===== src/rtl/regwrite_arbiter.sv =====
// Shares the single register-file write port between the write-back pipeline (A)
// and the multiply/divide unit (B); A has priority, B is guaranteed service within MAX_WAIT refusals.
module regwrite_arbiter #(
  parameter int MAX_WAIT = 4
) (
  input  logic        clk,
  input  logic        rst,
  input  logic        req_a,
  input  logic [4:0]  addr_a,
  input  logic [31:0] data_a,
  input  logic        req_b,
  input  logic [4:0]  addr_b,
  input  logic [31:0] data_b,
  output logic        gnt_a,
  output logic        gnt_b,
  output logic        stall,
  output logic        mux_sel,
  output logic        wr_en,
  output logic [4:0]  wr_addr,
  output logic [31:0] wr_data
);

  typedef enum logic {
    A_PRI   = 1'b0,
    B_FORCE = 1'b1
  } state_t;

  localparam logic [3:0] WAIT_LAST = 4'(MAX_WAIT - 1);
  localparam logic [3:0] WAIT_SAT  = 4'(MAX_WAIT);

  state_t      state_reg;
  logic [3:0]  wait_cnt_reg;
  logic        stall_reg;
  logic        mux_sel_reg;
  logic        wr_en_reg;
  logic [4:0]  wr_addr_reg;
  logic [31:0] wr_data_reg;

  logic        xfer_a;
  logic        xfer_b;
  logic        b_refused;
  logic [4:0]  src_addr;
  logic [31:0] src_data;

  // Grants are combinational from state and requests, held low throughout reset.
  always_comb begin
    gnt_a = 1'b0;
    gnt_b = 1'b0;
    if (!rst) begin
      if (state_reg == A_PRI) begin
        gnt_a = req_a;
        gnt_b = req_b & ~req_a;
      end else begin
        gnt_b = req_b;
      end
    end
  end

  assign xfer_a    = req_a & gnt_a;
  assign xfer_b    = req_b & gnt_b;
  assign b_refused = req_b & ~gnt_b;

  // Source mux for the write port; transfers are mutually exclusive so xfer_b is the select.
  genvar gi;
  generate
    for (gi = 0; gi < 5; gi++) begin : g_addr_mux
      assign src_addr[gi] = xfer_b ? addr_b[gi] : addr_a[gi];
    end
    for (gi = 0; gi < 32; gi++) begin : g_data_mux
      assign src_data[gi] = xfer_b ? data_b[gi] : data_a[gi];
    end
  endgenerate

  always_ff @(posedge clk or posedge rst) begin
    if (rst) begin
      state_reg    <= A_PRI;
      wait_cnt_reg <= 4'd0;
      stall_reg    <= 1'b0;
    end else begin
      case (state_reg)
        A_PRI: begin
          if (xfer_b || !req_b) begin
            wait_cnt_reg <= 4'd0;
          end else if (b_refused) begin
            if (wait_cnt_reg == WAIT_LAST) begin
              state_reg    <= B_FORCE;
              stall_reg    <= 1'b1;
              wait_cnt_reg <= WAIT_SAT;
            end else if (wait_cnt_reg != WAIT_SAT) begin
              wait_cnt_reg <= wait_cnt_reg + 4'd1;
            end
          end
        end
        B_FORCE: begin
          // Leave on the forced B transfer or if B withdrew its request.
          if (xfer_b || !req_b) begin
            state_reg    <= A_PRI;
            stall_reg    <= 1'b0;
            wait_cnt_reg <= 4'd0;
          end
        end
        default: begin
          state_reg    <= A_PRI;
          stall_reg    <= 1'b0;
          wait_cnt_reg <= 4'd0;
        end
      endcase
    end
  end

  // Write port: address 0 is consumed but never written.
  always_ff @(posedge clk or posedge rst) begin
    if (rst) begin
      mux_sel_reg <= 1'b0;
      wr_en_reg   <= 1'b0;
      wr_addr_reg <= 5'h00;
      wr_data_reg <= 32'h00000000;
    end else if (xfer_a || xfer_b) begin
      mux_sel_reg <= xfer_b;
      wr_en_reg   <= (src_addr != 5'h00);
      wr_addr_reg <= src_addr;
      wr_data_reg <= src_data;
    end else begin
      wr_en_reg <= 1'b0;
    end
  end

  assign stall   = stall_reg;
  assign mux_sel = mux_sel_reg;
  assign wr_en   = wr_en_reg;
  assign wr_addr = wr_addr_reg;
  assign wr_data = wr_data_reg;

endmodule


===== config.mk =====
export PLATFORM = sky130hd
export DESIGN_NAME = regwrite_arbiter
export DESIGN_NICKNAME = d
export VERILOG_FILES = /design/src/rtl/regwrite_arbiter.sv
export SDC_FILE = /design/constraint.sdc
export NUM_CORES = 1
export LEC_CHECK = 0
export CAP_MARGIN = 20
export CORE_MARGIN = 4
export CORE_UTILIZATION = 23
export DETAILED_ROUTE_END_ITERATION = 10
export PLACE_DENSITY = 0.56
export RECOVER_POWER = 100
export SLEW_MARGIN = 20
export SYNTH_ARGS = -nofsm -noshare
export SYNTH_HDL_FRONTEND = slang
export SYNTH_SLANG_ARGS = --single-unit

===== constraint.sdc =====
create_clock -name clk -period 1.5 [get_ports clk]
set_clock_uncertainty 0.15 [all_clocks]
set_input_delay 0.225 -clock clk [delete_from_list [all_inputs] [get_ports clk]]
set_output_delay 0.225 -clock clk [all_outputs]
set_load 0.02 [all_outputs]

==> results.json, run 1 <==
{
  "status": "finished, violations left",
  "violations": "negative setup slack",
  "wl_per_cell_um": 16.3,
  "cts-root-buf": "clkbuf_8",
  "ios": 120,
  "vias_per_cell": 4.69,
  "hold_class": "input pin to flop",
  "critical_path_required_ps": 1120,
  "clkTransAtPathRegs_ps": 80,
  "cp.arrival_ps": 1190,
  "synthMuxAreaShare_pct": 0.413,
  "clkLatencyLatePin_ps": 290,
  "grt_usage_pct": 12.7,
  "timing.rr.end": "wait_cnt_reg[3]$_DFFE_PP0P_",
  "cts-htree-levels": 2,
  "netlist_instances": 226,
  "ys_seq_elements": 45,
  "first_iter_violations": 71,
  "die_w_um": 111,
  "synth_fp_nets": 306,
  "overflow": 0,
  "remaining_drc_errors": 0,
  "routed_wl_um": 7870,
  "fin_ws_ps": -61.0,
  "grt_max_degree": 47,
  "ys_types": 32,
  "core-area_um2": 10300,
  "cp_max_fo": 4,
  "synthSimpleGateAreaFrac_pct": 19.2,
  "worst_pin_slew_ps": 582,
  "post-route-period-util_pct": 104,
  "insertedDiodeCount": 0,
  "synthFlopType": "dfrtp_1",
  "cts_buffers": 5,
  "antenna_found_initial": 0,
  "syn_area_per_cell_um2": 10.7,
  "die_area_um2": 12300,
  "area_growth_syn_to_layout_pct": 63.5,
  "leakage_nw": 1.72,
  "start_kind": "flop",
  "cp_slowest_stage_delay_ps": 420,
  "max_cap_violations": 0,
  "largest_reg_flops": 32,
  "critPathCaptureType": "output pin",
  "dpl_cell_area_um2": 3820,
  "maxSlewViolCount": 0,
  "clock.fmax_mhz": 641,
  "drive_gt1_share_pct": 13.3,
  "grt_pass1_vias": 2399,
  "hold_path_startpoint": "rst",
  "port_buffers": 119,
  "rr_worst_depth": 4,
  "rrSetupSlack_ps": 10,
  "yosysSeqAreaShare_pct": 46.4,
  "postLayoutCellArea_um2": 3970,
  "synth-xor-area-share_pct": 0,
  "setup_viol": 2,
  "critPathSlowestCell": "dfrtp_1",
  "finalWeightedCongestion": 0.716,
  "rows": 37,
  "finalHoldViolations": 0,
  "fillers": 1069,
  "finalNetCount": 425,
  "yosys_warnings": 0,
  "first_pass_iters": 4,
  "place_hpwl_um": 5590,
  "critical_path_class": "flop to output pin",
  "final_antenna_net_count": 0,
  "synth-async-reset-ratio_pct": 100,
  "cts_tree": "done",
  "slew_headroom_pct": 61.2,
  "grt_pass1_wl_um": 13000,
  "synth_edf_count": 0,
  "reg2reg_from": "state_reg$_DFF_PP0_",
  "hold_end": "mux_sel$_DFFE_PP0P_",
  "ir_worst_vdd_mv": 0.385,
  "die_h_um": 111,
  "rsz0062_at_grt": "yes",
  "pwr_density_cell_nw_per_um2": 890,
  "vias": 2259,
  "clock_path_buffers": 2,
  "finalCriticalPeriod_ps": 1560,
  "total_power_w": 0.00353,
  "synthAdderAreaFrac_pct": 1.03,
  "cts.sinks": 45,
  "crit_chain": "nand2b_4 > and2_4 > buf_6",
  "initial_utilization_pct": 23.6,
  "synth_top_family_by_area": "compound AO/OA/AOI/OAI gates",
  "hold_path_depth": 3,
  "syn_area_um2": 2430,
  "synth_compound_area_share_pct": 26.5
}
## area by class of cell
cell class	count	area [um^2]	area share (%)
inverter	4	18.8	0.473
tap	136	170	4.29
timing repair buffer	138	1320	33.4
clock inverter	1	30.0	0.757
clock buffer	7	86.3	2.18
sequential	45	1130	28.4
multi-input combinational	151	1210	30.6
## layout by cell type (no fill, tap or decap), types with 2 or more instances in the layout
| cell | Yosys | final |
|---|---|---|
| o21ai_0 | 4 | 4 |
| o2bb2ai_2 | 0 | 7 |
| a31oi_1 | 37 | 37 |
| ha_2 | 0 | 2 |
| o2bb2ai_1 | 37 | 30 |
| or4_1 | 2 | 2 |
| nor2_1 | 7 | 6 |
| buf_6 | 2 | 3 |
| clkbuf_8 | 0 | 6 |
| and3b_1 | 38 | 38 |
| buf_2 | 14 | 2 |
| a21oi_1 | 5 | 5 |
| buf_4 | 3 | 14 |
| inv_1 | 4 | 3 |
| buf_12 | 0 | 3 |
| nand2_1 | 2 | 2 |
| dlygate4sd2_1 | 0 | 41 |
| dfrtp_1 | 45 | 45 |
| clkdlybuf4s50_1 | 0 | 74 |
## where the power goes
group | internal (W) | total [W] | switching (W)
combinational | 0.000560 | 0.00112 | 0.000558
clock | 0.000544 | 0.000954 | 0.000410
sequential | 0.00137 | 0.00146 | 0.0000885
## metrics by stage
stage	std cells	setup slack (ps)	TNS (ps)	util, %	hold slack (ps)
6_report	482	-61.0	-108	38.6	86.1
3_5_place_dp	473	-556	-24080	37.2	323
5_1_grt	482	-117	-1870	38.6	105
2_1_floorplan	226	-324	-11020	-	228
4_1_cts	481	-53.2	-707	38.1	73.6
3_3_place_gp	473	-487	-20730	37.2	318
## synth_stat cells (2+ instances only)
cell type / n / area share, %
inv_1: 4 / 0.62
o2bb2ai_1: 37 / 13
a21oi_1: 5 / 1.0
nor2_1: 7 / 1.1
buf_4: 3 / 0.93
buf_6: 2 / 0.93
or4_1: 2 / 0.62
buf_2: 14 / 2.9
dfrtp_1: 45 / 46
ha_1: 2 / 1.0
nand2_1: 2 / 0.31
a31oi_1: 37 / 9.5
and3b_1: 38 / 14
clkbuf_1: 7 / 1.1
o21ai_0: 4 / 0.83
## routing by layer
layer  part of all wire, %  vias to the layer above  global-route usage (%)
li1                      -                     1116                       -
met1                    48                     1062                    17.0
met2                    45                       77                    20.3
met3                   6.5                        4                    4.48
met4                  0.46                        0                    1.72
met5                     0                        -                       0
## worst max path at each step
stage                        startpoint                endpoint  slack (ps)  depth (start not counted)
finish              state_reg$_DFF_PP0_                   gnt_b         -60                          3
global route        state_reg$_DFF_PP0_                   gnt_b        -120                          3
CTS                 state_reg$_DFF_PP0_                   gnt_a         -50                          3
detailed placement                req_a  wr_data[0]$_DFFE_PP0P_        -560                          6
global placement                  req_a                   gnt_a        -490                          4
floorplan                           rst  wr_addr[0]$_DFFE_PP0P_        -320                          5
## kinds of logic after synthesis
logic type | count (synthesis)
flip-flops | 45
buffers and inverters | 30
multiplexers | 1
AO/OA/AOI/OAI | 88
AND/OR/NAND/NOR | 60
adder cells (fa/ha/maj) | 2
## critical path, delay by kind of cell (launching register included)
family	cells	cell delay, ps
buffers and inverters	1	120
flip-flops	1	420
AND/OR/NAND/NOR	2	340
## what timing repair did
action / in CTS / in global routing
pin swaps: 0 / 1
setup endpoints to repair: 86 / 43
hold buffers: 0 / 0
resized for setup: 61 / 9
setup buffers: 0 / 1
Note: power is estimated with default switching activity, not from simulation.
==> inputs of run 2 (changes only) <==
- CTS_BUF_LIST: unset -> sky130_fd_sc_hd__clkbuf_8 sky130_fd_sc_hd__clkbuf_16
==> run 2 against run 1 <==
  * The flow still finishes with violations (negative setup slack)
  * Hold slack improved by 1.2 ps
  * Register-to-register slack about the same
  * First-iteration DRC count increased by 8.5%
  * Core utilization did not move
  * Critical endpoint unchanged
  * Design area unchanged
  * Routed wire length down 0.28%
  * Non-clock buffer count stayed put
  * Cell count is the same
  * Power down 0.20%
  * Worst setup slack better by 2.5 ps
  * Sequential share of layout area unchanged
==> results.json, run 2 (synthesis results as in run 1) <==
{
  "status": "finished, violations left",
  "critical_path_required_ps": 1120,
  "port_buffers": 119,
  "pwr-share-seq_pct": 41.4,
  "overflow": 0,
  "vias_per_cell": 4.68,
  "vias": 2257,
  "finalWeightedCongestion": 0.716,
  "worst_pin_slew_ps": 585,
  "place_hpwl_um": 5590,
  "p_sw_w": 0.00106,
  "rows": 37,
  "rsz0062_at_grt": "yes",
  "finalHoldViolations": 0,
  "p_int_w": 0.00247,
  "drive_gt1_share_pct": 13.3,
  "clkLatencyLatePin_ps": 290,
  "setup_viol": 2,
  "fillers": 1069,
  "antenna_found_initial": 0,
  "pwr_density_cell_nw_per_um2": 888,
  "layout.cells.most_common": "clkdlybuf4s50_1",
  "ir_worst_vdd_mv": 0.383,
  "cp.arrival_ps": 1180,
  "critPathCaptureType": "output pin",
  "die_area_um2": 12300,
  "swShare_pct": 30.0,
  "core-area_um2": 10300,
  "finalNetCount": 425,
  "hold_path_depth": 3,
  "postLayoutCellArea_um2": 3970,
  "first_iter_violations": 77,
  "wl_per_cell_um": 16.3,
  "pwr-share-comb_pct": 31.7,
  "cts_buffers": 5,
  "maxSlewViolCount": 0,
  "ios": 120,
  "fin_ws_ps": -58.5,
  "dpl_cell_area_um2": 3820,
  "violations": "negative setup slack",
  "grt_pass1_vias": 2399,
  "cp_max_fo": 4,
  "clkTransAtPathRegs_ps": 80,
  "finalCriticalPeriod_ps": 1560,
  "timing.rr.end": "wait_cnt_reg[3]$_DFFE_PP0P_",
  "largest_reg_flops": 32,
  "leakage_nw": 1.73,
  "layout.cells.non_filler": 482,
  "grt_usage_pct": 12.7,
  "clock_path_buffers": 2,
  "max_cap_violations": 0,
  "initial_utilization_pct": 23.6,
  "reg2reg_from": "state_reg$_DFF_PP0_",
  "clock.fmax_mhz": 642,
  "die_h_um": 111,
  "p_clk_share_pct": 26.9,
  "hold_class": "input pin to flop",
  "hold_end": "mux_sel$_DFFE_PP0P_",
  "cts-htree-levels": 2,
  "routed_wl_um": 7850,
  "rrSetupSlack_ps": 10,
  "fin_hold_ws_ps": 87.3,
  "insertedDiodeCount": 0,
  "grt_pass1_wl_um": 13000,
  "grt_max_degree": 47,
  "dp.cells": 473,
  "critical_path_class": "flop to output pin",
  "remaining_drc_errors": 0,
  "slew_headroom_pct": 61.0,
  "cts.sinks": 45,
  "rr_worst_depth": 4,
  "layout_common_cells": "clkdlybuf4s50_1 (74), dfrtp_1 (45), dlygate4sd2_1 (41)",
  "pre_cts_ws_ps": -556,
  "hold_buffers": 0,
  "cts_tree": "done",
  "hold_path_startpoint": "rst",
  "cts-root-buf": "clkbuf_8",
  "post-route-period-util_pct": 104,
  "first_pass_iters": 4,
  "final_antenna_net_count": 0,
  "area_growth_syn_to_layout_pct": 63.5,
  "die_w_um": 111,
  "start_kind": "flop"
}
-- run 2: cell types whose count changed in the layout (fill, tap and decap cells not counted), sizes merged --
| cell | change |
|---|---|
| inv | +1 |
| clkbuf | -1 |
-- run 2: area by class of cell --
class	instances	area, um^2	share of cell area [%]
timing repair buffer	138	1320	33.4
inverter	4	18.8	0.473
tap	136	170	4.29
multi-input combinational	151	1210	30.6
clock buffer	6	82.6	2.08
clock inverter	2	33.8	0.851
sequential	45	1130	28.4
-- run 2: how the worst max path moves through the flow --
stage                                    from                     end  slack, ps
after floorplan                           rst  wr_addr[0]$_DFFE_PP0P_       -320
after global placement                  req_a                   gnt_a       -490
after detailed placement                req_a  wr_data[0]$_DFFE_PP0P_       -560
after CTS                 state_reg$_DFF_PP0_                   gnt_a        -50
after global routing      state_reg$_DFF_PP0_                   gnt_b       -120
final                     state_reg$_DFF_PP0_                   gnt_b        -60
-- run 2: critical path: stages (launching register included) --
cell      delay, ps
dfrtp_1         420
nand2b_4        190
and2_4          150
buf_6           120
-- run 2: what timing repair did --
action / CTS / global route
setup buffers: 0 / 1
pin swaps: 0 / 1
gates cloned: 0 / 0
endpoints found under the setup margin: 86 / 43
endpoints found under the hold margin: 0 / 0
gates resized for setup: 61 / 9
-- run 2: metrics by stage --
step	power, W	utilization, %	setup TNS (ps)
global route	0.00372	38.6	-1870
finish	0.00352	38.6	-104
detailed placement	0.00270	37.2	-24080
CTS	0.00357	38.1	-704
global placement	0.00269	37.2	-20730
floorplan	0.00204	-	-11020
-- run 2: per-layer routing --
metal / global-route usage (%) / part of all wire [%]
met5: 0 / 0
met4: 1.72 / 0.46
met3: 4.48 / 6.5
met2: 20.3 / 45
met1: 17.0 / 48
-- run 2: power by group through the flow --
stage / combinational [W] / clock (W) / sequential [W]
after CTS: 0.00112 / 0.000993 / 0.00146
after detailed placement: 0.00122 / 0 / 0.00148
after global placement: 0.00120 / 0 / 0.00149
final: 0.00112 / 0.000947 / 0.00146
after global routing: 0.00120 / 0.00104 / 0.00148
after floorplan: 0.000375 / 0 / 0.00167
